## src/rtl/pipelined_prefix_adder.sv

```systemverilog
// Pipelined Kogge-Stone parallel-prefix adder/subtractor with valid/ready on both sides.
// Optional zero/ovf flag outputs are enabled by defining PREFIX_ADDER_FLAGS_EN.
module pipelined_prefix_adder #(
  parameter int WIDTH     = 16,
  parameter int PIPE_TREE = 1
) (
  input  logic             clk,
  input  logic             rst_n,
  input  logic             in_valid,
  output logic             in_ready,
  input  logic [WIDTH-1:0] a,
  input  logic [WIDTH-1:0] b,
  input  logic             cin,
  input  logic             sub,
  output logic             out_valid,
  input  logic             out_ready,
  output logic [WIDTH-1:0] sum,
  output logic             cout
`ifdef PREFIX_ADDER_FLAGS_EN
  ,
  output logic             zero,
  output logic             ovf
`endif
);

  localparam int LEVELS = $clog2(WIDTH);

  // Handshake: a beat enters on in_valid && in_ready and leaves on out_valid && out_ready.
  // The whole pipe advances together unless a held result is not being taken.
  logic adv;
  assign adv      = !(out_valid && !out_ready);
  assign in_ready = adv;

  logic [WIDTH-1:0] b_eff, p_new, g_new;
  logic             c0_new;

  always_comb begin
    b_eff  = sub ? ~b : b;
    c0_new = sub | cin;
    p_new  = a ^ b_eff;
    g_new  = a & b_eff;
    // Carry-in folded into bit 0 so the tree needs no separate carry path
    g_new[0] = g_new[0] | (p_new[0] & c0_new);
  end

  logic [WIDTH-1:0] s0_p, s0_g;
  logic             s0_c0, s0_v;

  always_ff @(posedge clk or negedge rst_n) begin
    if (!rst_n) begin
      s0_v  <= 1'b0;
      s0_p  <= '0;
      s0_g  <= '0;
      s0_c0 <= 1'b0;
    end else if (adv) begin
      s0_v <= in_valid;
      if (in_valid) begin
        s0_p  <= p_new;
        s0_g  <= g_new;
        s0_c0 <= c0_new;
      end
    end
  end

  for (genvar l = 0; l < LEVELS; l++) begin : g_lvl
    localparam int D = 1 << l;
    logic [WIDTH-1:0] p_in, g_in, pr_in, p_nxt, g_nxt, p_out, g_out, pr_out;
    logic             c0_in, v_in, c0_out, v_out;

    if (l == 0) begin : g_src
      // Raw propagate doubles as the level-0 group propagate
      assign p_in  = s0_p;
      assign g_in  = s0_g;
      assign pr_in = s0_p;
      assign c0_in = s0_c0;
      assign v_in  = s0_v;
    end else begin : g_src
      assign p_in  = g_lvl[l-1].p_out;
      assign g_in  = g_lvl[l-1].g_out;
      assign pr_in = g_lvl[l-1].pr_out;
      assign c0_in = g_lvl[l-1].c0_out;
      assign v_in  = g_lvl[l-1].v_out;
    end

    always_comb begin
      p_nxt = p_in;
      g_nxt = g_in;
      for (int i = D; i < WIDTH; i++) begin
        p_nxt[i] = p_in[i] & p_in[i-D];
        g_nxt[i] = g_in[i] | (p_in[i] & g_in[i-D]);
      end
    end

    if (PIPE_TREE != 0) begin : g_reg
      always_ff @(posedge clk or negedge rst_n) begin
        if (!rst_n) begin
          v_out  <= 1'b0;
          p_out  <= '0;
          g_out  <= '0;
          pr_out <= '0;
          c0_out <= 1'b0;
        end else if (adv) begin
          v_out  <= v_in;
          p_out  <= p_nxt;
          g_out  <= g_nxt;
          pr_out <= pr_in;
          c0_out <= c0_in;
        end
      end
    end else begin : g_comb
      assign v_out  = v_in;
      assign p_out  = p_nxt;
      assign g_out  = g_nxt;
      assign pr_out = pr_in;
      assign c0_out = c0_in;
    end
  end

  logic [WIDTH-1:0] t_g, t_pr, carry_vec, sum_nxt;
  logic             t_c0, t_v;
  logic             unused_t_p;

  assign t_g        = g_lvl[LEVELS-1].g_out;
  assign t_pr       = g_lvl[LEVELS-1].pr_out;
  assign t_c0       = g_lvl[LEVELS-1].c0_out;
  assign t_v        = g_lvl[LEVELS-1].v_out;
  assign unused_t_p = ^g_lvl[LEVELS-1].p_out;

  // carry into bit i is the group generate of bits i-1..0
  assign carry_vec = {t_g[WIDTH-2:0], t_c0};
  assign sum_nxt   = t_pr ^ carry_vec;

  // Result registers only change on a real beat so they stay 0 until the first result
  always_ff @(posedge clk or negedge rst_n) begin
    if (!rst_n) begin
      out_valid <= 1'b0;
      sum       <= '0;
      cout      <= 1'b0;
`ifdef PREFIX_ADDER_FLAGS_EN
      zero      <= 1'b0;
      ovf       <= 1'b0;
`endif
    end else if (adv) begin
      out_valid <= t_v;
      if (t_v) begin
        sum  <= sum_nxt;
        cout <= t_g[WIDTH-1];
`ifdef PREFIX_ADDER_FLAGS_EN
        zero <= (sum_nxt == '0);
        ovf  <= t_g[WIDTH-1] ^ carry_vec[WIDTH-1];
`endif
      end
    end
  end

endmodule

```

## config.mk

```make
export PLATFORM = sky130hd
export DESIGN_NAME = pipelined_prefix_adder
export DESIGN_NICKNAME = d
export VERILOG_FILES = /design/src/rtl/pipelined_prefix_adder.sv
export SDC_FILE = /design/constraint.sdc
export NUM_CORES = 1
export LEC_CHECK = 0
export ABC_AREA = 0
export BUFFER_PORTS_ARGS = -buffer_cell sky130_fd_sc_hd__buf_4
export CAP_MARGIN = 10
export CELL_PAD_IN_SITES_DETAIL_PLACEMENT = 0
export CELL_PAD_IN_SITES_GLOBAL_PLACEMENT = 1
export CORE_ASPECT_RATIO = 1.25
export CORE_MARGIN = 5
export CORE_UTILIZATION = 43
export DETAILED_ROUTE_END_ITERATION = 7
export PLACE_DENSITY = 0.75
export SLEW_MARGIN = 20
export SYNTH_ARGS = -nofsm -noshare
export SYNTH_HDL_FRONTEND = slang
export SYNTH_SLANG_ARGS = --single-unit
```

## constraint.sdc

```tcl
create_clock -name clk -period 1.2 [get_ports clk]
set_input_delay 0.18 -clock clk [delete_from_list [all_inputs] [get_ports clk]]
set_output_delay 0.18 -clock clk [all_outputs]
set_load 0.005 [all_outputs]
```

==> results of run 1 <==
## per-stage QoR
stage / TNS, ps / instance area, µm² / total power [mW]
final: -35310 / 11400 / 29.0
after global routing: -49240 / 11400 / 31.0
after CTS: -32730 / 11300 / 28.9
after detailed placement: -10340 / 10000 / 20.9
after global placement: -6110 / 10000 / 20.6
after floorplan: -7470 / 9220 / 17.9
## worst reg2reg max path, stage by stage (launching register included)
cell     delay (ps)
dfrtp_1         360
nor2b_4         210
inv_6            50
buf_4           180
nand2_8         120
buf_6           140
mux2_2          330
## cell families (layout without fill, tap and decap cells)
family          Yosys count  count (layout)  synth area share
fa+ha+maj                16              16            0.0220
mux                      32              32            0.0519
flops                   222             222             0.610
simple gates            420             420             0.181
xor+xnor                 32              32            0.0308
buf+inv                  50             154            0.0304
compound gates          135             135            0.0743
## where the power goes
part | switching [mW] | internal [mW]
Combinational | 4.13 | 4.84
Clock | 2.73 | 3.87
Sequential | 2.65 | 10.7
## per-layer routing
layer / part of all wire / wire [µm]
met1: 0.43 / 8650
met2: 0.51 / 10100
met3: 0.039 / 769
met4: 0.020 / 392
met5: 0 / 0
## state kept, by name (all words and copies together), names as in the netlist
signal	count
g_lvl.g_out	64
cout	1
out_valid	1
g_lvl.p_out	37
g_lvl.pr_out	61
g_lvl.c0_out	4
g_lvl.v_out	4
g_lvl.v_in	1
g_lvl.p_in	16
sum	16
g_lvl.g_in	16
g_lvl.c0_in	1
## Yosys cell counts (6+ instances only)
cell / number
nand2_1: 380
o21ai_0: 50
xnor2_1: 16
mux2_4: 30
xor2_1: 16
dfrtp_1: 222
a21oi_1: 84
nand3_1: 34
clkbuf_1: 14
buf_2: 27
buf_6: 6
ha_1: 16
## cell type report
| type | count | area [µm²] | share of cell area |
|---|---|---|---|
| Tap cell | 274 | 343 | 0.0300 |
| Timing Repair Buffer | 115 | 1490 | 0.131 |
| Clock inverter | 2 | 10.0 | 0.000876 |
| Clock buffer | 36 | 684 | 0.0599 |
| Sequential cell | 222 | 5560 | 0.486 |
| Multi-Input combinational cell | 635 | 3330 | 0.292 |
| Inverter | 1 | 8.76 | 0.000767 |
## path summary, 6_finish.rpt
| kind | to | from | slack [ps] |
|---|---|---|---|
| worst max-delay path | out_valid | out_valid | -300 |
| worst min-delay path | g_lvl[0].p_in[4] | a[4] | 30 |
| worst max register to register | g_lvl[0].p_in[1] | out_valid | -290 |
| worst min register to register | g_lvl[2].p_out[0] | g_lvl[2].p_out[0] | 460 |
| max in group asynchronous | g_lvl[2].g_out[3] | rst_n | 510 |
| min in group asynchronous | g_lvl[2].p_out[0] | rst_n | 150 |
## timing repair
action | CTS | global route
hold endpoints to repair | 224 | 0
setup buffers | 7 | 7
endpoints found under the setup margin | 192 | 240
gates cloned | 11 | 0
pin swaps | 0 | 1
gates resized for setup | 32 | 22
hold buffers | 3 | 0
==> results.txt, run 1 <==
The first global-routing pass estimated 33.4 mm of wire. For this configuration, the core starts out at a cell density of 0.437. The number of buffers added by the clock tree synthesis step is 22.

Walking the worst path, the cells encountered are buf_4 -> buf_6 -> buf_6 -> buf_6. The smallest setup slack after layout is -303 ps. The DRC marker count from the first detailed-route iteration came out at 318. The sum of net half-perimeters after detailed placement came out at 13.0 mm. The synthesized netlist contains 22 unique library cells. In this run the tightest slew margin relative to its limit is 0.805.

The met1 layer usage reported by global route came out at 0.221. The average vias per placed instance is 4.87. STA classifies the critical path startpoint as a flop. The cell with the most instances on the worst path is buf_6. After global routing the overflow that remains totals 0.

The worst clock skew on the final layout came out at 11.7 ps. The area growth from synthesis to layout came out at 25.5%. In this run the clock root is driven by a clkbuf_16. The global-route met3 utilization is 0.0177.

At the pin with the least slew margin, the transition time is 292 ps. The share of synthesized area in the top cell type comes to 0.610. The synthesized netlist cell count came out at 907. The die footprint came out at 24200 µm². The required arrival time at the worst endpoint came out at 1020 ps. In the global route stage, met2 resource usage came out at 0.291. The max-cap check violation count came out at 0. The share of async-settable or async-resettable flops after synthesis is 1.00.

The sink count of the clock tree came out at between 200 and 250. The TritonCTS clock tree is yes. The largest net degree at the start of global routing is 47. The final reports fail on negative setup slack. For this run, the total global-route usage over all layers was measured as 0.166.

The horizontal die dimension came out at 140 µm. Leaving out fill and tap cells, the most frequent cell in the layout is nand2_1. The top cell family by delay on the critical path is buffers and inverters. The number of top-level pins came out at 57. At the end of routability-driven placement, the weighted congestion stood at about 0.76. The number of gates on the worst path with buffers counted came out at 4.

The net count of the finished layout is 1051. The critical path endpoint category is an output port. For this design the ratio of total power to cell area is 2540 nW/µm². The flow ran to the end, but the final reports show violations. For this run, the share of the core covered by cells in the final layout is 0.549. The class of the worst hold path is input pin to flop. The worst slack after detailed placement came out at -157 ps. The hold path depth came out at 3.

The final antenna-violating net count came out at 0. The portion of the post-synthesis area used by sequential elements is 0.610. The number of hold-slack violations in the final timing report is 0.

The final worst hold slack came out at 31.3 ps. The biggest fanout along the worst timing path came out at 2. The number of port buffers is 56. The number of antenna diodes in the final layout is 0. The number of standard cells in the layout, taps in and fillers out came out at 1285. The number of nets handed over by synthesis was 961. The number of standard-cell rows in the floorplan came out at 59.

The cell leakage power is 5.67 nW. By area the synthesized netlist is led by dfrtp_1 (61%), nand2_1 (16%), mux2_4 (4.9%). The clock period minus final worst setup slack is ~1500 ps.

The total DRC errors in the routed layout is 0. The area of the mapped netlist came out at 9110 µm². The final wirelength is roughly 20 mm. The number of synthesized register bits is 222. Setup repair after global routing could not meet its margin everywhere. The fraction of layout instances using a drive strength above 1 is 0.190. The worst IR drop on VDD came out at 1.05 mV. The number of global-route vias before repair was 6337. Counting along the longest clock path gives a buffer depth of 3. The max-slew violation total from the final report was 0. Of the available clock period, the critical path in the final layout requires 1.25. The setup-violating endpoint count in the final report came out at ~220.

CTS built an H-tree with a depth of 1. The commonest register cell after synthesis is dfrtp_1. The die extent in y came out at 173 µm. The kind of critical path is flop to output port. The count of buffer and inverter cells on the critical path is 4. The number of placed instances, taps included came out at 1219. The highest cell delay on the worst timing path came out at 390 ps. The clock-pin slew reported for the worst setup and hold paths after clock tree synthesis came out at 60 ps. For the worst-skew pair, the clock arrives at the later sink with an insertion delay of 500 ps. The total via count after detailed routing is ~6300.

The synthesized area divided by synthesized cell count is roughly 10 µm². The core region is between 20000 and 25000 µm². At the worst endpoint, the arrival time is about 1300 ps. The number of enable-type register cells in the synthesized netlist is 0. The layer flagged by global routing as most heavily used is met2.

Dividing the detail-routed wire length by the instance count gives approximately 15 µm. The number of warnings printed during yosys synthesis came out at 0. Counting cells, the worst reg-to-reg path comes to 6. The highest attainable clock frequency came out at between 600 and 700 MHz. Among all stages on the critical path, the largest delay is contributed by dfrtp_1. After filler insertion, the fill cell instance count of the layout stands at 1930. The biggest area contributor in the post-synthesis netlist is dfrtp_1. The library cells used most frequently in the layout, excluding fill and tap cells, are nand2_1 (377), dfrtp_1 (222), a21oi_1 (75). The first-pass iteration count of the detailed router is 4. The initial antenna violation count came out at 0.
Power figures use the tool's default switching activity.
==> run 2, diff against run 1 <==
Settings changed: REMOVE_ABC_BUFFERS from default to 1.
==> results.txt, run 2 (synthesis gave the netlist of run 1 again) <==
The share of power burned in registers is 0.406 (was 0.463). The post-route fraction of the period consumed by the critical path is 1.27 (was 1.25). The critical path endpoint category is an output port (unchanged).

The relative contribution of the clock network to total power is 0.209 (was 0.228). The most common cell after layout, fill and taps aside was nand2_1 (unchanged). The hold path depth was 3 (unchanged). The standard cell core area is 20800 µm² (unchanged).

The count of inserted antenna diode cells is 0 (unchanged). The combined global-route utilization of all metal layers came to 0.170 (was 0.166). The max-slew violation total from the final report was 0 (unchanged). The initial cell density of the core is 0.437 (unchanged). Largest regs: g_lvl.g_out x64, g_lvl.pr_out x61, g_lvl.p_out x37 (unchanged). Commonest cells after routing, fill and taps aside: nand2_1 (240), dfrtp_1 (221), nand2_2 (99) (was nand2_1 (377), dfrtp_1 (222), a21oi_1 (75)). The most heavily used metal layer in global routing is met2 (unchanged). The die footprint is 24200 µm² (unchanged). The max-cap check violation count was 0 (unchanged). Setup repair after global routing missed its margin: true (unchanged). The flip-flop count of the largest register, all copies and words added is 64 (unchanged). The fraction of layout instances using a drive strength above 1 is 0.415 (was 0.190). The register-to-register path setup slack is -300 ps (was -290 ps). The DRC marker count from the first detailed-route iteration is 443 (was 318). The total DRC errors in the routed layout is 0 (unchanged). The number of filler instances in the final layout came out at 1622 (was 1930). The number of hold-slack violations in the final timing report is 0 (unchanged). The highest attainable clock frequency came to 654 MHz (was 665 MHz). The setup-violating endpoint count in the final report is 227 (was 221). The actual slew at the worst max-slew pin is 382 ps (was 292 ps). The number of standard-cell rows in the floorplan came to 59 (unchanged). The worst clock skew on the final layout came out at 10.1 ps (was 11.7 ps). The destination of the worst register-to-register timing path is g_lvl[2].p_out[11] (was g_lvl[0].p_in[1]). The initial antenna violation count came out at 0 (unchanged). The path depth of the worst reg2reg path came to 8 (was 6). The tightest slew margin relative to the limit is 0.745 (was 0.805).

The sink count of the clock tree is 222 (unchanged). The biggest fanout along the worst timing path is 2 (unchanged). The smallest setup slack after layout is -328 ps (was -303 ps).

The die extent in y came out at 173 µm (unchanged). The final antenna-violating net count is 0 (unchanged). The area of all placed cells without fillers is 13300 µm² (was 11400 µm²). The final wirelength is 23.8 mm (was 19.9 mm). The H-tree level count is 1 (unchanged). The startpoint type of the worst setup path is a flop (unchanged). Status: finished with violations (unchanged). The TritonCTS clock tree is yes (unchanged).

The post-detailed-route wirelength per cell came out at 17.7 µm (was 15.5 µm). The maximum number of buffers from clock root to sink is 3 (unchanged). The number of standard cells in the layout, taps in and fillers out came out at 1346 (was 1285). The final worst hold slack came out at 32.4 ps (was 31.3 ps). The cell-internal power came to 22.3 mW (was 19.5 mW). The insertion delay of the later-clocked pin in the worst-skew pair came out at 500 ps (about the same). The wire length of the first global-routing pass is 34.5 mm (was 33.4 mm). The cell leakage power is 6.70 nW (was 5.67 nW). The launch instance of the worst register-to-register path was out_valid (unchanged). The met1 layer usage reported by global route came out at 0.239 (was 0.221). The final net count is 1110 (was 1051). The worst slack after detailed placement is -126 ps (was -157 ps). The worst IR drop on VDD came out at 1.29 mV (was 1.05 mV). The final design utilization is 0.639 (was 0.549). The register containing the most flip-flops in the final layout is g_lvl.g_out (unchanged). The startpoint of the lowest-slack hold path is a[10] (was a[4]). The net switching power of the design came out at 11.9 mW (was 9.51 mW). The horizontal die dimension came out at 140 µm (unchanged). The global-route met2 utilization came to 0.283 (was 0.291). The first-pass iteration count of the detailed router came out at 5 (was 4). The number of top-level pins is 57 (unchanged). The clock period minus final worst setup slack came to 1530 ps (was 1500 ps). Violated checks: negative setup slack (unchanged). The required arrival time at the worst endpoint came out at 1020 ps (about the same). The total via count after detailed routing was 6810 (was 6259). The post-placement cell area is 10000 µm² (about the same). The sum of net half-perimeters after detailed placement is 12.1 mm (was 13.0 mm). The worst endpoint data arrival time is 1350 ps (was 1320 ps). The number of buffers added by the clock tree synthesis step is 22 (unchanged). The class of the worst hold path was input pin to flop (unchanged).

The number of global-route vias before repair is 6500 (was 6337). The area growth from synthesis to layout is 46.1% (was 25.5%). The kind of critical path is flop to output port (unchanged).

The number of port buffers came out at 56 (unchanged). The hold-critical path endpoint is g_lvl[0].p_in[10] (was g_lvl[0].p_in[4]). The largest net degree at the start of global routing came out at 58 (was 47). The switching share of total power is 0.348 (was 0.328).

The clock-pin slew reported for the worst setup and hold paths after clock tree synthesis came out at 60 ps (about the same). The power density over the cells is 2570 nW/µm² (was 2540 nW/µm²). The final weighted congestion in routability-driven placement was 0.741 (was 0.758). The global-route met3 utilization is 0.0227 (was 0.0177). The combinational share of power came out at 0.385 (was 0.310). The number of placed instances, taps included is 1219 (unchanged). The leftover overflow at the end of global routing came out at 0 (unchanged).

The average vias per placed instance is 5.06 (was 4.87). The clock tree root driver cell is clkbuf_16 (unchanged).
run 2: cell count changes in the layout (fill, tap and decap cells not counted), moves of 9 or more:
| cell | delta |
|---|---|
| o21ai_2 | +32 |
| a21oi_2 | +10 |
| buf_6 | +13 |
| buf_8 | +9 |
| nand2_4 | +41 |
| o21ai_0 | -46 |
| nand2_1 | -137 |
| a21oi_1 | -15 |
| o21ai_1 | +14 |
| nand2_2 | +96 |
| clkbuf_16 | +22 |
run 2: power by group through the flow:
| stage | clock, mW | sequential, mW | combinational [mW] |
|---|---|---|---|
| 2_1_floorplan | 0 | 12.6 | 4.72 |
| 3_3_place_gp | 0 | 13.3 | 7.11 |
| 3_5_place_dp | 0 | 13.4 | 7.29 |
| 4_1_cts | 7.28 | 13.3 | 9.47 |
| 5_1_grt | 7.65 | 14.3 | 14.3 |
| 6_report | 7.16 | 13.9 | 13.2 |
run 2: worst max-delay path by stage:
stage,startpoint,end,slack (ps)
final,out_valid,in_ready,-330
after global routing,out_valid,in_ready,-370
after CTS,out_valid,in_ready,-300
after detailed placement,out_valid,g_lvl[0].g_in[15],-130
after global placement,out_valid,g_lvl[0].g_in[15],-110
after floorplan,out_valid,g_lvl[0].g_in[15],-3790
run 2: cell type report:
cell class                 count  area [µm²]  share of cell area
sequential                   222        5560               0.417
clock buffer                  32         669              0.0503
timing repair buffer         174        2520               0.189
multi-input combinational    635        4120               0.310
clock inverter                 8        93.8             0.00705
tap                          274         343              0.0258
inverter                       1        6.26            0.000470
run 2: metrics by stage:
step / power, mW / TNS (ps)
finish: 34.2 / -52260
global route: 36.2 / -59600
CTS: 30.1 / -33480
detailed placement: 20.7 / -5420
global placement: 20.4 / -4670
floorplan: 17.3 / -643780
run 2: timing repair:
| action | in CTS | in global routing |
|---|---|---|
| endpoints found under the setup margin | 158 | 241 |
| pin swaps | 1 | 45 |
| buffers inserted | 19 | 29 |
| hold endpoints to repair | 223 | 0 |
| gates resized for setup | 72 | 328 |
| cloned | 15 | 27 |
| hold buffers | 3 | 0 |
run 2: layer usage:
metal | vias to the layer above | part of all wire | wire length, µm
met5 | - | 0 | 0
met2 | 152 | 0.53 | 12500
li1 | 3282 | - | -
met4 | 0 | 0.018 | 438
met1 | 3346 | 0.42 | 9940
met3 | 30 | 0.039 | 941
run 2: critical path, cell delays in order, from the launching register on:
cell	delay [ps]
dfrtp_1	360
nor2b_4	180
inv_4	80
buf_12	130
buf_6	100
==> run 3, diff against run 2 <==
Settings changed: CORE_MARGIN 5 to default, SETUP_SLACK_MARGIN from default to 0.05.
==> results.txt, run 3 (synthesis gave the netlist of run 1 again) <==
The startpoint of the lowest-slack hold path is in_valid (was a[10]). The final wirelength came out at 24.7 mm (was 23.8 mm). The initial cell density of the core was 0.437 (unchanged). The final antenna-violating net count is 0 (unchanged).

The leftover overflow at the end of global routing came out at 0 (unchanged). The DRC marker count from the first detailed-route iteration is 376 (was 443). Violated checks: negative setup slack (unchanged). The worst clock skew on the final layout is 9.30 ps (was 10.1 ps). The biggest fanout along the worst timing path is 2 (unchanged). The post-route setup TNS came out at -52920 ps (was -52260 ps). The combinational share of power came out at 0.379 (was 0.385). The final worst hold slack is 24.0 ps (was 32.4 ps). The final design utilization is 0.636 (was 0.639). The setup-violating endpoint count in the final report came to 236 (was 227). The worst IR drop on VDD is 1.24 mV (was 1.29 mV). The clock tree root driver cell was clkbuf_16 (unchanged). The wire length of the first global-routing pass came out at 34.3 mm (was 34.5 mm). The number of buffers added by the clock tree synthesis step is 22 (unchanged). The register-to-register path setup slack is -340 ps (was -300 ps). The share of power burned in registers is 0.414 (was 0.406). The power consumption is 33.9 mW (was 34.2 mW). The area of all placed cells without fillers is 13200 µm² (was 13300 µm²). The first-pass iteration count of the detailed router came out at 4 (was 5).

The destination of the worst register-to-register timing path is g_lvl[0].g_in[4] (was g_lvl[2].p_out[11]). The combined global-route utilization of all metal layers is 0.200 (was 0.170). The number of placed instances, taps included is 1217 (was 1219).

The relative contribution of the clock network to total power is 0.207 (was 0.209). The maximum number of buffers from clock root to sink came out at 3 (unchanged). The net switching power of the design came to 12.1 mW (was 11.9 mW). The area growth from synthesis to layout is 45.3% (was 46.1%).

The final weighted congestion in routability-driven placement is 0.723 (was 0.741). The launch instance of the worst register-to-register path is out_valid (unchanged). The final net count came out at 1093 (was 1110). The fraction of layout instances using a drive strength above 1 came out at 0.408 (was 0.415). The area taken by flip-flops and latches was 5560 µm² (about the same). The die extent in y is 165 µm (was 173 µm).

The count of inserted antenna diode cells is 0 (unchanged). The critical path endpoint category is an output port (unchanged). The actual slew at the worst max-slew pin came out at 358 ps (was 382 ps). The post-route fraction of the period consumed by the critical path is 1.33 (was 1.27).

The horizontal die dimension is 132 µm (was 140 µm). The cell leakage power was 6.72 nW (was 6.70 nW). Commonest cells after routing, fill and taps aside: nand2_1 (237), dfrtp_1 (222), nand2_2 (82) (was nand2_1 (240), dfrtp_1 (221), nand2_2 (99)). The number of hold-slack violations in the final timing report came out at 0 (unchanged). The max-cap check violation count came out at 0 (unchanged). The source of the critical timing path is out_valid (unchanged).

The average vias per placed instance is 5.13 (was 5.06). Largest regs: g_lvl.g_out x64, g_lvl.pr_out x61, g_lvl.p_out x37 (unchanged). The TritonCTS clock tree is yes (unchanged). The die footprint was 21800 µm² (was 24200 µm²).

The power density over the cells was 2560 nW/µm² (was 2570 nW/µm²). The total via count after detailed routing is 6818 (was 6810). The number of standard cells in the layout, taps in and fillers out is 1328 (was 1346). The standard cell core area came out at 20800 µm² (unchanged). The number of standard-cell rows in the floorplan came out at 59 (unchanged). The required arrival time at the worst endpoint is 1020 ps (about the same). The path depth of the worst reg2reg path is 7 (was 8).

The number of top-level pins came to 57 (unchanged). The worst endpoint data arrival time came out at 1410 ps (was 1350 ps). The capturing element of the worst setup path is in_ready (unchanged). The number of filler instances in the final layout is 1662 (was 1622). The cell-internal power was 21.8 mW (was 22.3 mW). The hold path depth is 3 (unchanged). The footprint of the multi-input gates came out at 4230 µm² (was 4120 µm²). The initial antenna violation count is 0 (unchanged). The insertion delay of the later-clocked pin in the worst-skew pair is 500 ps (about the same). The switching share of total power came out at 0.358 (was 0.348). The clock-pin slew reported for the worst setup and hold paths after clock tree synthesis is 60 ps (about the same).

The number of global-route vias before repair is 6391 (was 6500). The kind of critical path is flop to output port (unchanged). The total DRC errors in the routed layout came out at 0 (unchanged).

The post-placement cell area came out at 9980 µm² (was 10000 µm²). Setup repair after global routing missed its margin: true (unchanged). The worst slack after detailed placement came out at -142 ps (was -126 ps). The largest net degree at the start of global routing is 66 (was 58). The clock period minus final worst setup slack came out at 1590 ps (was 1530 ps). The startpoint type of the worst setup path is a flop (unchanged). The smallest setup slack after layout is -395 ps (was -328 ps).

The number of port buffers came out at 56 (unchanged). The most common cell after layout, fill and taps aside is nand2_1 (unchanged). The register containing the most flip-flops in the final layout is g_lvl.g_out (unchanged). The sink count of the clock tree came out at 222 (unchanged). The max-slew violation total from the final report is 0 (unchanged). The class of the worst hold path is input pin to flop (unchanged).

The sum of net half-perimeters after detailed placement is 11.7 mm (was 12.1 mm). The flip-flop count of the largest register, all copies and words added was 64 (unchanged). Status: finished with violations (unchanged). The post-detailed-route wirelength per cell is 18.6 µm (was 17.7 µm). The tightest slew margin relative to the limit came to 0.761 (was 0.745). The H-tree level count came to 1 (unchanged).

The highest attainable clock frequency is 627 MHz (was 654 MHz).
run 3: cell count changes in the layout (fill, tap and decap cells not counted), sizes merged:
cell	before	now
clkinvlp	0	2
bufbuf	1	2
clkbuf	54	51
buf	148	130
run 3: critical path, stage by stage (launching register included):
cell	delay [ps]
dfrtp_1	340
nor2b_4	170
inv_4	60
buf_6	120
buf_12	120
buf_6	100
run 3: repair_timing:
| action | in CTS | in global routing |
|---|---|---|
| gates resized for setup | 33 | 353 |
| pin swaps | 1 | 108 |
| buffers inserted | 9 | 19 |
| hold buffers | 3 | 0 |
| setup endpoints to repair | 221 | 241 |
| hold endpoints to repair | 224 | 0 |
| gates cloned | 17 | 27 |
run 3: final cells by class:
class                           instances  area share
Sequential cell                       222       0.420
Tap cell                              274      0.0259
Multi-Input combinational cell        635       0.319
Timing Repair Buffer                  157       0.179
Clock buffer                           29      0.0474
Inverter                                1    0.000473
Clock inverter                         10     0.00794
run 3: layer usage:
metal	up-vias	global-route usage	part of all wire	routed length, µm
met5	-	0	0	0
met4	0	0.0554	0.035	860
met3	53	0.0215	0.036	884
met2	150	0.352	0.52	12900
met1	3390	0.263	0.41	10100
li1	3225	-	-	-
run 3: worst min path at each step:
stage,end
2_1_floorplan,cout
3_3_place_gp,sum[15]
3_5_place_dp,sum[15]
4_1_cts,g_lvl[0].p_in[14]
5_1_grt,g_lvl[0].g_in[0]
6_report,g_lvl[0].g_in[0]
run 3: power by group through the flow:
| stage | registers (mW) | clock network, mW | logic [mW] |
|---|---|---|---|
| floorplan | 12.6 | 0 | 4.72 |
| global placement | 13.3 | 0 | 7.05 |
| detailed placement | 13.4 | 0 | 7.21 |
| CTS | 13.2 | 7.10 | 9.12 |
| global route | 14.4 | 7.45 | 13.9 |
| finish | 14.0 | 7.01 | 12.9 |
